**config.mk**
```make
export PLATFORM = sky130hd
export DESIGN_NAME = uart_cfg_parser
export DESIGN_NICKNAME = d
export VERILOG_FILES = /design/src/rtl/uart_cfg_parser.sv
export SDC_FILE = /design/constraint.sdc
export NUM_CORES = 1
export LEC_CHECK = 0
export CORE_UTILIZATION = 25
export DETAILED_ROUTE_END_ITERATION = 10
export DONT_BUFFER_PORTS = 1
export MAX_ROUTING_LAYER = met4
export PLACE_DENSITY = 0.43
export SYNTH_ARGS = -nofsm -noshare
export SYNTH_HDL_FRONTEND = slang
export SYNTH_SLANG_ARGS = --single-unit
```
**constraint.sdc**
```tcl
create_clock -name sys_clk_100M -period 4.2 [get_ports sys_clk_100M]
set_input_delay 0.84 -clock sys_clk_100M [delete_from_list [all_inputs] [get_ports sys_clk_100M]]
set_output_delay 0.84 -clock sys_clk_100M [all_outputs]
set_load 0.05 [all_outputs]
```
**src/rtl/uart_cfg_parser.sv**
```systemverilog
// Parses framed UART write commands into pulse-timing registers, answers ACK/NAK,
// and issues the txdone start strobe for the timing generator.
module uart_cfg_parser #(
    parameter logic [7:0]  HDR0            = 8'hAA,
    parameter logic [7:0]  HDR1            = 8'h55,
    parameter logic [7:0]  ACK_BYTE        = 8'h06,
    parameter logic [7:0]  NAK_BYTE        = 8'h15,
    parameter int unsigned TIMEOUT_CYC     = 100000,
    parameter int unsigned START_PULSE_CYC = 4
) (
    input  logic        sys_clk_100M,
    input  logic        reset,
    input  logic [7:0]  rx_data,
    input  logic        rx_valid,
    output logic [7:0]  tx_data,
    output logic        tx_valid,
    input  logic        tx_ready,
    output logic        txdone,
    output logic [63:0] frame_period,
    output logic [31:0] pixel_period,
    output logic [31:0] laser_period,
    output logic [31:0] spad_period,
    output logic [31:0] sig_start_frame,
    output logic [31:0] sig_start_pixel,
    output logic [31:0] sig_start_laser,
    output logic [31:0] sig_start_spad,
    output logic [15:0] duty_cycle_frame,
    output logic [15:0] duty_cycle_pixel,
    output logic [15:0] duty_cycle_laser,
    output logic [15:0] duty_cycle_spad,
    output logic [7:0]  frame_nums,
    output logic [7:0]  pixel_nums,
    output logic [7:0]  laser_nums,
    output logic [7:0]  spad_nums,
    output logic [8:0]  i_cnt_value,
    output logic [7:0]  nak_cnt
);

    localparam int unsigned TW = (TIMEOUT_CYC > 1) ? $clog2(TIMEOUT_CYC) : 1;
    localparam int unsigned PW = $clog2(START_PULSE_CYC + 1);

    typedef enum logic [2:0] {
        S_IDLE, S_H1, S_ID, S_LEN, S_DATA, S_CSUM, S_RESP
    } state_t;

    state_t          state;
    logic [TW-1:0]   timer;
    logic [PW-1:0]   pulse_cnt;
    logic [7:0]      id_q;
    logic [7:0]      len_q;
    logic [7:0]      data_cnt;
    logic [7:0]      xor_q;
    logic [63:0]     shreg;
    logic            commit_pend;
    logic            frame_ok;

    // Register map: an ID is accepted only with its exact payload length.
    function automatic logic len_ok(input logic [7:0] id, input logic [7:0] len);
        case (id)
            8'h00:                      len_ok = (len == 8'd8);
            8'h01, 8'h02, 8'h03:        len_ok = (len == 8'd4);
            8'h10, 8'h11, 8'h12, 8'h13: len_ok = (len == 8'd4);
            8'h20, 8'h21, 8'h22, 8'h23: len_ok = (len == 8'd2);
            8'h30, 8'h31, 8'h32, 8'h33: len_ok = (len == 8'd1);
            8'h40:                      len_ok = (len == 8'd2);
            8'h7F:                      len_ok = (len == 8'd0);
            default:                    len_ok = 1'b0;
        endcase
    endfunction

    always_ff @(posedge sys_clk_100M or negedge reset) begin
        if (!reset) begin
            state            <= S_IDLE;
            timer            <= '0;
            pulse_cnt        <= '0;
            id_q             <= '0;
            len_q            <= '0;
            data_cnt         <= '0;
            xor_q            <= '0;
            shreg            <= '0;
            commit_pend      <= 1'b0;
            frame_ok         <= 1'b0;
            tx_data          <= '0;
            tx_valid         <= 1'b0;
            txdone           <= 1'b0;
            frame_period     <= '0;
            pixel_period     <= '0;
            laser_period     <= '0;
            spad_period      <= '0;
            sig_start_frame  <= '0;
            sig_start_pixel  <= '0;
            sig_start_laser  <= '0;
            sig_start_spad   <= '0;
            duty_cycle_frame <= '0;
            duty_cycle_pixel <= '0;
            duty_cycle_laser <= '0;
            duty_cycle_spad  <= '0;
            frame_nums       <= '0;
            pixel_nums       <= '0;
            laser_nums       <= '0;
            spad_nums        <= '0;
            i_cnt_value      <= '0;
            nak_cnt          <= '0;
        end else begin
            // Start strobe countdown; a new START commit below overrides it.
            if (txdone) begin
                if (pulse_cnt == '0) txdone <= 1'b0;
                else                 pulse_cnt <= pulse_cnt - PW'(1);
            end

            // Commit cycle: first cycle of RESP, one clock after the CSUM byte.
            if (commit_pend) begin
                commit_pend <= 1'b0;
                tx_valid    <= 1'b1;
                if (frame_ok) begin
                    tx_data <= ACK_BYTE;
                    case (id_q)
                        8'h00: frame_period     <= shreg;
                        8'h01: pixel_period     <= shreg[31:0];
                        8'h02: laser_period     <= shreg[31:0];
                        8'h03: spad_period      <= shreg[31:0];
                        8'h10: sig_start_frame  <= shreg[31:0];
                        8'h11: sig_start_pixel  <= shreg[31:0];
                        8'h12: sig_start_laser  <= shreg[31:0];
                        8'h13: sig_start_spad   <= shreg[31:0];
                        8'h20: duty_cycle_frame <= shreg[15:0];
                        8'h21: duty_cycle_pixel <= shreg[15:0];
                        8'h22: duty_cycle_laser <= shreg[15:0];
                        8'h23: duty_cycle_spad  <= shreg[15:0];
                        8'h30: frame_nums       <= shreg[7:0];
                        8'h31: pixel_nums       <= shreg[7:0];
                        8'h32: laser_nums       <= shreg[7:0];
                        8'h33: spad_nums        <= shreg[7:0];
                        8'h40: i_cnt_value      <= shreg[8:0];
                        8'h7F: begin
                            txdone    <= 1'b1;
                            pulse_cnt <= PW'(START_PULSE_CYC - 1);
                        end
                        default: ;
                    endcase
                end else begin
                    tx_data <= NAK_BYTE;
                    if (nak_cnt != 8'hFF) nak_cnt <= nak_cnt + 8'd1;
                end
            end

            case (state)
                S_RESP: begin
                    timer <= '0;
                    if (tx_valid && tx_ready) begin
                        tx_valid <= 1'b0;
                        state    <= S_IDLE;
                    end
                end
                default: begin
                    if (rx_valid) begin
                        timer <= '0;
                        case (state)
                            S_IDLE: if (rx_data == HDR0) state <= S_H1;
                            S_H1: begin
                                if (rx_data == HDR1)      state <= S_ID;
                                else if (rx_data != HDR0) state <= S_IDLE;
                            end
                            S_ID: begin
                                id_q  <= rx_data;
                                xor_q <= rx_data;
                                state <= S_LEN;
                            end
                            S_LEN: begin
                                len_q    <= rx_data;
                                xor_q    <= xor_q ^ rx_data;
                                data_cnt <= '0;
                                shreg    <= '0;
                                state    <= (rx_data == 8'd0) ? S_CSUM : S_DATA;
                            end
                            S_DATA: begin
                                shreg    <= {shreg[55:0], rx_data};
                                xor_q    <= xor_q ^ rx_data;
                                data_cnt <= data_cnt + 8'd1;
                                if (data_cnt == len_q - 8'd1) state <= S_CSUM;
                            end
                            S_CSUM: begin
                                frame_ok    <= (rx_data == xor_q) && len_ok(id_q, len_q);
                                commit_pend <= 1'b1;
                                state       <= S_RESP;
                            end
                            default: state <= S_IDLE;
                        endcase
                    end else if (state != S_IDLE) begin
                        // Inter-byte timeout abandons the partial frame silently.
                        if (timer == TW'(TIMEOUT_CYC - 1)) begin
                            timer <= '0;
                            state <= S_IDLE;
                        end else begin
                            timer <= timer + TW'(1);
                        end
                    end else begin
                        timer <= '0;
                    end
                end
            endcase
        end
    end

endmodule

```
==> results.py, run 1 <==
metrics = {
    "route": {
        "avgViaCountPerCell": 4.54,
        "drtIter0Drc": 604,
        "vias": 11400,
        "drc": 0,
        "totalWireLength_mm": 61.9,
        "first_pass_iters": 4,
        "post_drt_wl_per_cell_um": 24.5,
        "detail-route-antenna-nets": 0,
    },
    "cells_and_area": {
        "n_antenna_cell": 0,
        "drive_above_1_share_pct": 38.4,
        "fillCellCount": 8197,
        "final_cells": 2520,
        "syn_to_final_growth_pct": 16.8,
        "nets": 1420,
        "final_util_pct": 29.5,
        "design_area_sq_um": 24100,
    },
    "clock_network": {
        "cts-root-buf": "clkbuf_16",
        "cts_tree": "done",
        "cts_buffers": 67,
        "htreeDepth": 3,
        "cts_buffer_depth": 3,
        "cts_repair_resize_count": 0,
        "clk-insertion-delay-late_ps": 600,
        "numClockSinks": 527,
        "path_clk_slew_ps": 50,
    },
    "logic_synthesis": {
        "synth.area.top_cells": "dfrtp_1, mux2_2, a22o_1, xor2_1, nand2_1",
        "postSynthAreaPerCell_sq_um": 14.5,
        "synth_edf_count": 0,
        "syn_area_sq_um": 20600,
        "yosysSeqAreaShare_pct": 63.9,
        "synthDominantCellAreaShare_pct": 63.9,
        "yosysMostFrequentCell": "dfrtp_1",
        "synth_top_area_cell": "dfrtp_1",
        "synthDistinctLibCells": 54,
        "async_reset_ff_share_pct": 100,
        "synthTopCellsByCount": "dfrtp_1, mux2_2, nand2_1",
        "yosysWarnings": 0,
        "ys_ff_latch": 527,
        "netlist_instances": 1420,
        "ys.flop_type": "dfrtp_1",
    },
    "place": {
        "place_area_sq_um": 21800,
        "dp_hpwl_mm": 39.2,
        "io_buffers": 0,
        "place_ws_ps": 1230,
        "place_congestion": 0.740,
        "dp.cells": 2402,
    },
    "sta": {
        "fin_ws_ps": 1290,
        "tns_ps": 0,
        "worst_slew_pin_slew_ps": 1030,
        "fin_skew_ps": 31.4,
        "finalHoldViolations": 73,
        "finalCritPeriodShare_pct": 69.2,
        "drv_slew": 0,
        "rsz0062_at_grt": "false",
        "setup_viol": 0,
        "whs_ps": -41.5,
        "fmax_mhz": 344,
        "period_needed_ps": 2910,
        "max_slew_margin_pct": 31.2,
    },
    "status": {
        "status": "finished, violations left",
        "violations": "negative hold slack",
    },
    "grt": {
        "grt_max_degree": 528,
        "first_global_vias": 11900,
        "track_usage_pct": 15.0,
        "antenna_found_initial": 0,
        "grt_pass1_wl_mm": 88.2,
        "overflow": 0,
    },
    "setup_path": {
        "critical_path_class": "register to register",
        "r2r_end": "sig_start_frame[20]$_DFFE_PN0P_",
        "path_max_fanout": 32,
        "reg2reg_from": "id_q[2]$_DFFE_PN0P_",
        "cp.required_ps": 4670,
        "worst_setup_path_start_kind": "register",
        "reg2reg_slack_ps": 1290,
        "reg2reg_depth": 5,
        "arrival_ps": 3380,
        "worst_setup_path_end_kind": "register",
    },
    "floorplanning": {
        "core_area_sq_um": 81800,
        "die_area_sq_um": 83700,
        "die_h_um": 289,
        "io_pins": 423,
        "start_util_pct": 25.2,
        "die_x_um": 289,
        "core.rowCount": 105,
    },
    "min_path": {
        "hold_class": "input port to asynchronous set/reset pin",
    },
    "power": {
        "leakage_nw": 11.9,
        "finalPower_mw": 12.0,
        "ir_drop_mv": 0.236,
        "cellPowerDensity_nw_per_um2": 499,
    },
    "run": {
        "maxCapViolCount": 0,
    },
}
## worst max-delay path, stage by stage, from the launching register on
cell and delay, ps:
dfrtp_1 400, nor2_1 250, nand3_1 220, nor3_1 590, nand2_2 760, mux2_2 530
## kinds of logic (layout without fill, tap and decap cells)
group	after synthesis	after routing	share of synthesized area (%)
XOR/XNOR	56	56	2.38
AO/OA/AOI/OAI	100	100	3.93
adder cells (fa/ha/maj)	7	7	0.424
AND/OR/NAND/NOR	202	202	4.86
multiplexers	406	406	22.1
flip-flops	527	527	63.9
buffers and inverters	121	148	2.36
other	1	4	0.0182
## layer usage
layer | GRT usage (%) | vias up | share of wire, %
li1 | - | 4962 | -
met1 | 17.5 | 6069 | 41
met2 | 23.8 | 320 | 49
met3 | 5.75 | 90 | 8.7
met4 | 4.39 | 0 | 1.9
met5 | - | - | 0
## how the worst max path moves through the flow
stage / start / endpoint / slack (ps) / cells past startpoint
after detailed placement: id_q[2]$_DFFE_PN0P_ / sig_start_frame[12]$_DFFE_PN0P_ / 1230 / 5
after floorplan: rx_valid / data_cnt[1]$_DFFE_PN0P_ / 1960 / 8
after global placement: id_q[2]$_DFFE_PN0P_ / sig_start_frame[17]$_DFFE_PN0P_ / 1370 / 5
after global routing: id_q[2]$_DFFE_PN0P_ / sig_start_frame[10]$_DFFE_PN0P_ / 1060 / 5
final: id_q[2]$_DFFE_PN0P_ / sig_start_frame[20]$_DFFE_PN0P_ / 1290 / 5
after CTS: id_q[2]$_DFFE_PN0P_ / sig_start_frame[10]$_DFFE_PN0P_ / 1230 / 5
## cells in the final DEF (no fill, tap or decap), drive strengths merged, types with 6 or more instances in the layout
cell type	instances
nand4	8
nand3	15
or2	6
nor4	7
xor2	36
nor3b	7
buf	19
bufinv	8
nor2	41
xnor2	20
a21oi	6
nand2	73
clkinv	13
and3	6
mux2	405
ha	7
a22o	65
inv	17
nor3	10
dfrtp	527
clkbuf	87
o21ai	8
## power breakdown
part | switching (mW) | internal (mW) | total (mW) | leakage, nW
sequential | 0.296 | 5.20 | 5.49 | 7.33
combinational | 0.301 | 0.241 | 0.542 | 3.39
clock | 2.31 | 3.69 | 6.00 | 1.13
total | 2.91 | 9.13 | 12.0 | 11.9
## registers in the layout (all words and copies together), names as in the netlist, 9 cells and up
| name | count |
|---|---|
| frame_period | 64 |
| shreg | 64 |
| laser_period | 32 |
| pixel_period | 32 |
| sig_start_frame | 32 |
| sig_start_laser | 32 |
| sig_start_pixel | 32 |
| sig_start_spad | 32 |
| spad_period | 32 |
| timer | 17 |
| duty_cycle_frame | 16 |
| duty_cycle_laser | 16 |
| duty_cycle_pixel | 16 |
| duty_cycle_spad | 16 |
| i_cnt_value | 9 |
## repair_timing
action | 4_1_cts | 5_1_grt
endpoints found under the setup margin | 0 | 0
endpoints found under the hold margin | 514 | 219
setup buffers | 0 | 0
## cell type report
class / instances / area, sq um / area share (%)
timing repair buffer: 19 / 193 / 0.799
tap: 1070 / 1340 / 5.55
multi-input combinational: 775 / 7040 / 29.2
inverter: 11 / 41.3 / 0.171
clock inverter: 31 / 414 / 1.72
clock buffer: 87 / 1890 / 7.85
sequential: 527 / 13200 / 54.7
(Power assumes the default switching activity.)
==> inputs of run 2 (changes only) <==
--- a/config.mk
+++ b/config.mk
@@ -9,7 +9,7 @@
 export DETAILED_ROUTE_END_ITERATION = 10
 export DONT_BUFFER_PORTS = 1
 export MAX_ROUTING_LAYER = met4
-export PLACE_DENSITY = 0.43
+export PLACE_DENSITY = 0.45
 export SYNTH_ARGS = -nofsm -noshare
 export SYNTH_HDL_FRONTEND = slang
 export SYNTH_SLANG_ARGS = --single-unit
==> constraint.sdc (replaced) <==
create_clock -name sys_clk_100M -period 2.6 [get_ports sys_clk_100M]
set_input_delay 0.52 -clock sys_clk_100M [delete_from_list [all_inputs] [get_ports sys_clk_100M]]
set_output_delay 0.52 -clock sys_clk_100M [all_outputs]
set_load 0.05 [all_outputs]
==> results.py, run 2 (synthesis gave the netlist of run 1 again) <==
metrics = {
    "grt": {
        "grt_max_degree": 528,
        "antenna_found_initial": 2,
        "grt_pass1_wl_mm": 88.7,
        "first_global_vias": 12300,
        "track_usage_pct": 14.9,
        "overflow": 0,
    },
    "clock_network": {
        "cts-root-buf": "clkbuf_16",
        "hold_buffers": 10,
        "clk-insertion-delay-late_ps": 630,
        "cts_buffer_depth": 3,
        "numClockSinks": 527,
        "htreeDepth": 2,
        "path_clk_slew_ps": 60,
        "post-cts-setup-buffers": 0,
        "cts_tree": "done",
        "cts_buffers": 61,
    },
    "floorplanning": {
        "die_h_um": 289,
        "core.rowCount": 105,
        "die_area_sq_um": 83700,
        "io_pins": 423,
        "start_util_pct": 25.2,
        "core_area_sq_um": 81800,
        "die_x_um": 289,
    },
    "sta": {
        "whs_ps": -395,
        "finalHoldViolations": 527,
        "rsz0062_at_grt": "false",
        "period_needed_ps": 2290,
        "drv_slew": 0,
        "finalCritPeriodShare_pct": 88.2,
        "worst_slew_pin_slew_ps": 1380,
        "tns_ps": 0,
        "setup_viol": 0,
        "fmax_mhz": 436,
        "max_slew_margin_pct": 8.00,
        "fin_skew_ps": 23.6,
    },
    "setup_path": {
        "worst_setup_path_start_kind": "register",
        "reg2reg_slack_ps": 310,
        "worst_setup_path_end_kind": "register",
        "critical_path_class": "register to register",
        "cp.required_ps": 3130,
        "path_max_fanout": 6,
        "arrival_ps": 2820,
        "reg2reg_depth": 5,
        "reg2reg_from": "len_q[1]$_DFFE_PN0P_",
        "r2r_end": "state[0]$_DFFE_PN0P_",
    },
    "place": {
        "dp_hpwl_mm": 39.8,
        "io_buffers": 0,
        "place_area_sq_um": 22100,
        "place_congestion": 0.766,
    },
    "cells_and_area": {
        "design_area_sq_um": 24300,
        "drive_above_1_share_pct": 39.4,
        "top_regs": "frame_period: 64 flops, shreg: 64 flops",
        "n_antenna_cell": 0,
        "final_common_cell": "dfrtp_1",
        "syn_to_final_growth_pct": 17.8,
        "nets": 1455,
        "final_cell_mix": "dfrtp_1, mux2_2, nand2_1",
        "final_util_pct": 29.7,
    },
    "status": {
        "status": "finished, violations left",
        "violations": "negative hold slack",
    },
    "route": {
        "vias": 11600,
        "avgViaCountPerCell": 4.55,
        "totalWireLength_mm": 62.0,
        "detail-route-antenna-nets": 0,
        "drc": 0,
        "post_drt_wl_per_cell_um": 24.2,
        "first_pass_iters": 6,
        "drtIter0Drc": 649,
    },
    "power": {
        "leakage_nw": 12.0,
        "ir_drop_mv": 0.506,
        "cellPowerDensity_nw_per_um2": 776,
    },
    "run": {
        "maxCapViolCount": 0,
    },
    "min_path": {
        "hold_class": "input port to asynchronous set/reset pin",
    },
}
-- run 2: per-stage QoR --
stage               worst slack [ps]  hold WS, ps  power [mW]  std cells
global placement                 240          256        9.93       2433
CTS                              288         -454        19.2       2556
detailed placement               307          244        9.95       2433
floorplan                        397          224        9.56       1423
finish                           306         -395        18.9       2556
global route                     153         -449        19.7       2556
-- run 2: layout make-up --
type,instances,area (sq um)
repair buffers,60,551
clock inverters,37,448
fillers,8173,57500
flip-flops and latches,527,13200
multi-input cells,775,7040
well taps,1070,1340
inverters,11,41.3
clock buffers,76,1700
-- run 2: worst max-delay path by stage --
stage,start,end,slack (ps)
after detailed placement,len_q[1]$_DFFE_PN0P_,state[0]$_DFFE_PN0P_,310
final,len_q[1]$_DFFE_PN0P_,state[0]$_DFFE_PN0P_,310
after floorplan,len_q[2]$_DFFE_PN0P_,state[0]$_DFFE_PN0P_,400
after CTS,len_q[1]$_DFFE_PN0P_,state[0]$_DFFE_PN0P_,290
after global placement,len_q[1]$_DFFE_PN0P_,state[0]$_DFFE_PN0P_,240
after global routing,len_q[1]$_DFFE_PN0P_,state[0]$_DFFE_PN0P_,150
-- run 2: what timing repair did --
| action | in CTS | in global routing |
|---|---|---|
| endpoints found under the setup margin | 0 | 0 |
| gates resized for setup | 0 | 0 |
| endpoints found under the hold margin | 546 | 527 |
-- run 2: layer usage --
metal | GRT usage, % | wire, um
met4 | 3.75 | 1250
met1 | 17.7 | 25300
met5 | - | 0
met2 | 23.8 | 30200
met3 | 5.20 | 5130
-- run 2: where the power goes --
| part | leakage, nW | switching [mW] | internal, mW | total [mW] |
|---|---|---|---|---|
| registers | 7.33 | 0.411 | 8.39 | 8.80 |
| clock network | 1.05 | 3.60 | 5.45 | 9.05 |
| logic | 3.59 | 0.570 | 0.433 | 1.00 |
-- run 2: critical path: stages (launching register included) --
cell	delay, ps
dfrtp_1	430
or4_1	640
or3_1	400
a2111oi_2	360
o211ai_1	130
a211oi_1	240
==> inputs of run 3 (changes only) <==
--- a/config.mk
+++ b/config.mk
@@ -5,11 +5,11 @@
 export SDC_FILE = /design/constraint.sdc
 export NUM_CORES = 1
 export LEC_CHECK = 0
-export CORE_UTILIZATION = 25
+export CORE_UTILIZATION = 45
 export DETAILED_ROUTE_END_ITERATION = 10
 export DONT_BUFFER_PORTS = 1
 export MAX_ROUTING_LAYER = met4
-export PLACE_DENSITY = 0.45
+export PLACE_DENSITY = 0.67
 export SYNTH_ARGS = -nofsm -noshare
 export SYNTH_HDL_FRONTEND = slang
 export SYNTH_SLANG_ARGS = --single-unit
==> results.py, run 3 (synthesis gave the netlist of run 1 again) <==
metrics = {
    "setup_path": {
        "path_max_fanout": 8,
        "path_cells": "or4_1, or3_1, a2111oi_2, o211ai_1, a211oi_1",
        "reg2reg_from": "len_q[0]$_DFFE_PN0P_",
        "worst_setup_path_start_kind": "register",
        "critical_path_buf_inv_count": 0,
        "crit_start": "len_q[0]$_DFFE_PN0P_",
        "critical_path_class": "register to register",
        "cpLargestDelayFamily": "simple AND/OR/NAND/NOR gates",
        "cp.required_ps": 3080,
        "critical-path-max-stage-delay_ps": 640,
        "critPathSlowestCell": "or4_1",
        "arrival_ps": 2850,
        "worst_setup_path_end_kind": "register",
    },
    "clock_network": {
        "cts_repair_resize_count": 0,
        "post-cts-setup-buffers": 0,
        "cts_buffers": 54,
        "hold_buffers": 1,
        "cts-root-buf": "clkbuf_16",
        "htreeDepth": 2,
        "cts_tree": "done",
        "path_clk_slew_ps": 70,
        "clk-insertion-delay-late_ps": 590,
        "numClockSinks": 527,
        "cts_buffer_depth": 3,
    },
    "sta": {
        "drv_slew": 289,
        "whs_ps": -379,
        "setup_viol": 0,
        "fmax_mhz": 423,
        "rsz0062_at_grt": "false",
        "period_needed_ps": 2360,
        "finalHoldViolations": 246,
        "fin_skew_ps": 23.5,
        "finalCritPeriodShare_pct": 90.9,
        "worst_slew_pin_slew_ps": 2060,
        "max_slew_margin_pct": -37.3,
        "tns_ps": 0,
    },
    "route": {
        "first_pass_iters": 5,
        "post_drt_wl_per_cell_um": 25.7,
        "totalWireLength_mm": 52.6,
        "avgViaCountPerCell": 5.73,
        "drtIter0Drc": 843,
        "detail-route-antenna-nets": 0,
        "vias": 11700,
        "drc": 0,
    },
    "cells_and_area": {
        "top_regs": "frame_period: 64 flops, shreg: 64 flops",
        "final_common_cell": "dfrtp_1",
        "n_antenna_cell": 0,
        "drive_above_1_share_pct": 38.2,
        "syn_to_final_growth_pct": 12.5,
        "design_area_sq_um": 23200,
        "multi_input_area_sq_um": 7040,
        "fillCellCount": 3792,
        "final_util_pct": 51.3,
        "nets": 1425,
        "final_cell_mix": "dfrtp_1, mux2_2, nand2_1",
        "ff_latch_area_sq_um": 13200,
    },
    "status": {
        "status": "finished, violations left",
        "violations": "negative hold slack, max-slew violations",
    },
    "place": {
        "io_buffers": 0,
        "place_congestion": 0.838,
        "dp_hpwl_mm": 33.2,
        "place_area_sq_um": 21400,
    },
    "min_path": {
        "hold_class": "input port to asynchronous set/reset pin",
    },
    "floorplanning": {
        "die_x_um": 216,
        "start_util_pct": 45.6,
        "core.rowCount": 78,
        "io_pins": 423,
        "die_h_um": 216,
        "die_area_sq_um": 46700,
        "core_area_sq_um": 45300,
    },
    "grt": {
        "grt_max_degree": 528,
        "met3_usage_pct": 7.19,
        "met1_usage_pct": 28.8,
        "top_usage_layer": "met2",
        "antenna_found_initial": 0,
        "track_usage_pct": 23.2,
        "grt_pass1_wl_mm": 79.3,
        "overflow": 0,
        "use_met2_pct": 35.7,
        "first_global_vias": 12300,
    },
    "power": {
        "leakage_nw": 11.7,
        "ir_drop_mv": 0.673,
        "cellPowerDensity_nw_per_um2": 763,
    },
    "run": {
        "maxCapViolCount": 0,
    },
}
[run 3: path summary, 6_finish.rpt]
check / endpoint / slack [ps] / depth (start not counted)
worst min register to register: timer[0]$_DFF_PN0_ / 480 / 1
max in group asynchronous: sig_start_spad[31]$_DFFE_PN0P_ / 1330 / 0
worst max register to register: state[0]$_DFFE_PN0P_ / 240 / 5
worst max-delay path: state[0]$_DFFE_PN0P_ / 240 / 5
worst min-delay path: sig_start_pixel[19]$_DFFE_PN0P_ / -380 / 0
min in group sys_clk_100M: len_q[2]$_DFFE_PN0P_ / 60 / 2
[run 3: power breakdown]
part	total (mW)	internal (mW)	switching [mW]
clock network	8.01	4.78	3.23
registers	8.86	8.39	0.472
logic	0.840	0.391	0.448
total	17.7	13.6	4.15
[run 3: metal layers]
layer	vias to the layer above	part of all wire, %
met4	0	3.2
met3	109	8.7
met5	-	0
li1	4959	-
met1	6254	41
met2	426	47
[run 3: layout make-up]
class | count | area share [%]
clock buffer | 71 | 6.48
clock inverter | 28 | 1.51
inverter | 11 | 0.178
multi-input combinational | 775 | 30.3
sequential | 527 | 56.8
tap | 600 | 3.23
timing repair buffer | 37 | 1.48
[run 3: metrics by stage]
stage / setup WS [ps] / std cells / total power, mW / hold WS (ps)
2_1_floorplan: 397 / 1423 / 9.56 / 224
3_3_place_gp: 265 / 1949 / 9.81 / 236
3_5_place_dp: 253 / 1949 / 9.84 / 235
4_1_cts: 239 / 2049 / 17.9 / -398
5_1_grt: 78.0 / 2049 / 18.3 / -396
6_report: 236 / 2049 / 17.7 / -379
==> edit, RTL diff (flow settings as in run 2) <==
Put one more register stage on the output `i_cnt_value`. The value now appears one clock later. The other outputs are not delayed to match.
--- a/src/rtl/uart_cfg_parser.sv
+++ b/src/rtl/uart_cfg_parser.sv
@@ -44,4 +44,6 @@
     } state_t;
 
+    logic [8:0] i_cnt_value_s0;
+
     state_t          state;
     logic [TW-1:0]   timer;
@@ -100,5 +102,5 @@
             laser_nums       <= '0;
             spad_nums        <= '0;
-            i_cnt_value      <= '0;
+            i_cnt_value_s0   <= '0;
             nak_cnt          <= '0;
         end else begin
@@ -132,5 +134,5 @@
                         8'h32: laser_nums       <= shreg[7:0];
                         8'h33: spad_nums        <= shreg[7:0];
-                        8'h40: i_cnt_value      <= shreg[8:0];
+                        8'h40: i_cnt_value_s0   <= shreg[8:0];
                         8'h7F: begin
                             txdone    <= 1'b1;
@@ -203,4 +205,8 @@
     end
 
+    always_ff @(posedge sys_clk_100M) begin
+        i_cnt_value <= i_cnt_value_s0;
+    end
+
 endmodule
 
Formal check against the unedited RTL: no difference found for any inputs over 4 cycles, from zero or initial values and one cycle with reset low; that may be too few to reach the edited logic, so the function may still have changed.
==> edit against run 2 <==
The run still ends with hold timing left. Setup slack worse by 0.042 ns. Die area is 1.0% higher. Final area is 1.4% higher. Sequential cell count is 9 higher. First-iteration DRC count is 14% lower. Combinational power is 100% higher. Core utilization is 0.24 points higher. Synthesized area is 1.0% higher. Wire length is 2.7% higher. Clock power is 8.4% higher. Total power is 15% higher. Critical endpoint unchanged. Highest routed layer unchanged.
==> edit: results (changes against run 2) <==
stage,metric,value,unit,change
run_status,run status,"complete, but fails checks",,
run_status,failing checks,hold timing,,
yosys,top cell types by occurrence after synthesis,"sky130_fd_sc_hd__dfrtp_1 (527), sky130_fd_sc_hd__mux2_2 (398), sky130_fd_sc_hd__nand2_1 (76)",,
clock_network,Max H-tree Level,3,,+1
power,Lkg Pwr,11.98,nW,about the same
yosys,syn avg cell area,14.45,sq um,-0.60%
placed_design,Placed Cells,2450,,+0.70%
cells_and_area,post-route insts no fill,2572,,+0.63%
timing,number of hold-slack violations in the final timing report,527,,unchanged
clock_network,TritonCTS Buffers,66,,+8.2%
worst_setup_path,largest stage delay on the critical path,0.48,ns,-0.16 ns
yosys,Unique masters post-synth,55,,+1.9%
timing,worst hold slack,-0.3678,ns,+0.02701 ns
clock_network,insertion delay of the later-clocked pin in the worst-skew pair,0.60,ns,-0.03 ns
grt,vias in the first global route,12527,,+1.7%
timing,setup clock skew after layout,0.02003,ns,-0.003529 ns
placed_design,detailed-placement wirelength estimate,40740,microns,+2.4%
yosys,asr flop ratio synth,0.9832,,-0.01679
placed_design,Post-Place Setup Slack,0.2600,ns,-0.04697 ns
worst_setup_path,arrival time reported for the critical path endpoint,2.86,ns,+0.04 ns
clock_network,Hold Buf Count CTS,6,,-4
power,peak ir drop on the vdd network,0.3981,mV,-21%
cells_and_area,Final #Nets,1473,,+1.2%
routing,Vias/cell,4.565,,+0.33%
worst_setup_path,critical path's slowest cell,sky130_fd_sc_hd__dfrtp_1,,
yosys,sequential area share after synthesis,0.6411,,+0.002239
cells_and_area,fraction of final layout cells with drive strength greater than 1,0.3815,,-0.01218
power,Sw Share,0.2843,,+0.04125
grt,first-pass GRT wire length,93270,microns,+5.1%
-- edit: cell count changes in the layout (fill, tap and decap cells not counted), moves of 6 or more --
cell	run 2	this run
sky130_fd_sc_hd__clkbuf_1	4	14
sky130_fd_sc_hd__clkinv_2	16	4
sky130_fd_sc_hd__clkinvlp_4	8	2
sky130_fd_sc_hd__dfxtp_1	0	9
sky130_fd_sc_hd__mux2_2	404	398
sky130_fd_sc_hd__nand2_1	67	74
-- edit: cell families after synthesis --
family / share of synthesized area
AO/OA/AOI/OAI: 0.03966
flip-flops: 0.6411
AND/OR/NAND/NOR: 0.04879
XOR/XNOR: 0.02268
multiplexers: 0.2185
buffers and inverters: 0.02484
adder cells (fa/ha/maj): 0.004200
other: 0.0001798
-- edit: area by class of cell --
class	instances	area, sq um
clock inverters	24	446.7
inverters	13	48.80
well taps	1070	1339
multi-input cells	783	7046
clock buffers	92	1881
fillers	8198	57710
flip-flops and latches	536	13370
repair buffers	54	533.0
-- edit: metal layers --
metal | up-vias | routed length, microns | global-route usage
li1 | 5079 | - | -
met1 | 6211 | 25740 | 0.1789
met2 | 371 | 31150 | 0.2522
met3 | 79 | 5636 | 0.05843
met4 | 0 | 1126 | 0.04078
met5 | - | 0 | -
-- edit: power groups by stage --
stage	Combinational (mW)	Clock [mW]	Sequential, mW
finish	2.00	9.81	9.92
global route	2.21	10.5	10.0
CTS	2.05	10.2	9.98
detailed placement	2.03	0	10.1
global placement	2.00	0	10.1
floorplan	1.71	0	9.27
-- edit: worst max-delay path, delay by kind of cell (launching register included) --
| family | cells | cell delay (ns) |
|---|---|---|
| flip-flops | 1 | 0.48 |
| multiplexers | 1 | 0.14 |
| buffers and inverters | 2 | 0.27 |
| adder cells (fa/ha/maj) | 1 | 0.21 |
| AND/OR/NAND/NOR | 2 | 0.54 |
| AO/OA/AOI/OAI | 3 | 0.62 |
-- edit: per-stage QoR --
step	power, mW	instance area, sq um
after global routing	22.79	24660
after global placement	12.11	22270
after detailed placement	12.15	22270
after CTS	22.23	24660
final	21.73	24660
after floorplan	10.98	20860
-- edit: final timing paths --
| path | startpoint | slack (ns) | to | cells past startpoint |
|---|---|---|---|---|
| worst max-delay path | len_q[0]$_DFFE_PN0P_ | 0.26 | state[0]$_DFFE_PN0P_ | 9 |
| worst max register to register | len_q[0]$_DFFE_PN0P_ | 0.26 | state[0]$_DFFE_PN0P_ | 9 |
| min in group sys_clk_100M | rx_data[1] | 0.05 | len_q[1]$_DFFE_PN0P_ | 2 |
| max in group asynchronous | reset | 2.23 | pulse_cnt[0]$_DFF_PN0_ | 0 |
| worst min register to register | i_cnt_value_s0[6]$_DFFE_PN0P_ | 0.37 | i_cnt_value[6]$_DFF_P_ | 0 |
| worst min-delay path | reset | -0.37 | duty_cycle_pixel[13]$_DFFE_PN0P_ | 0 |
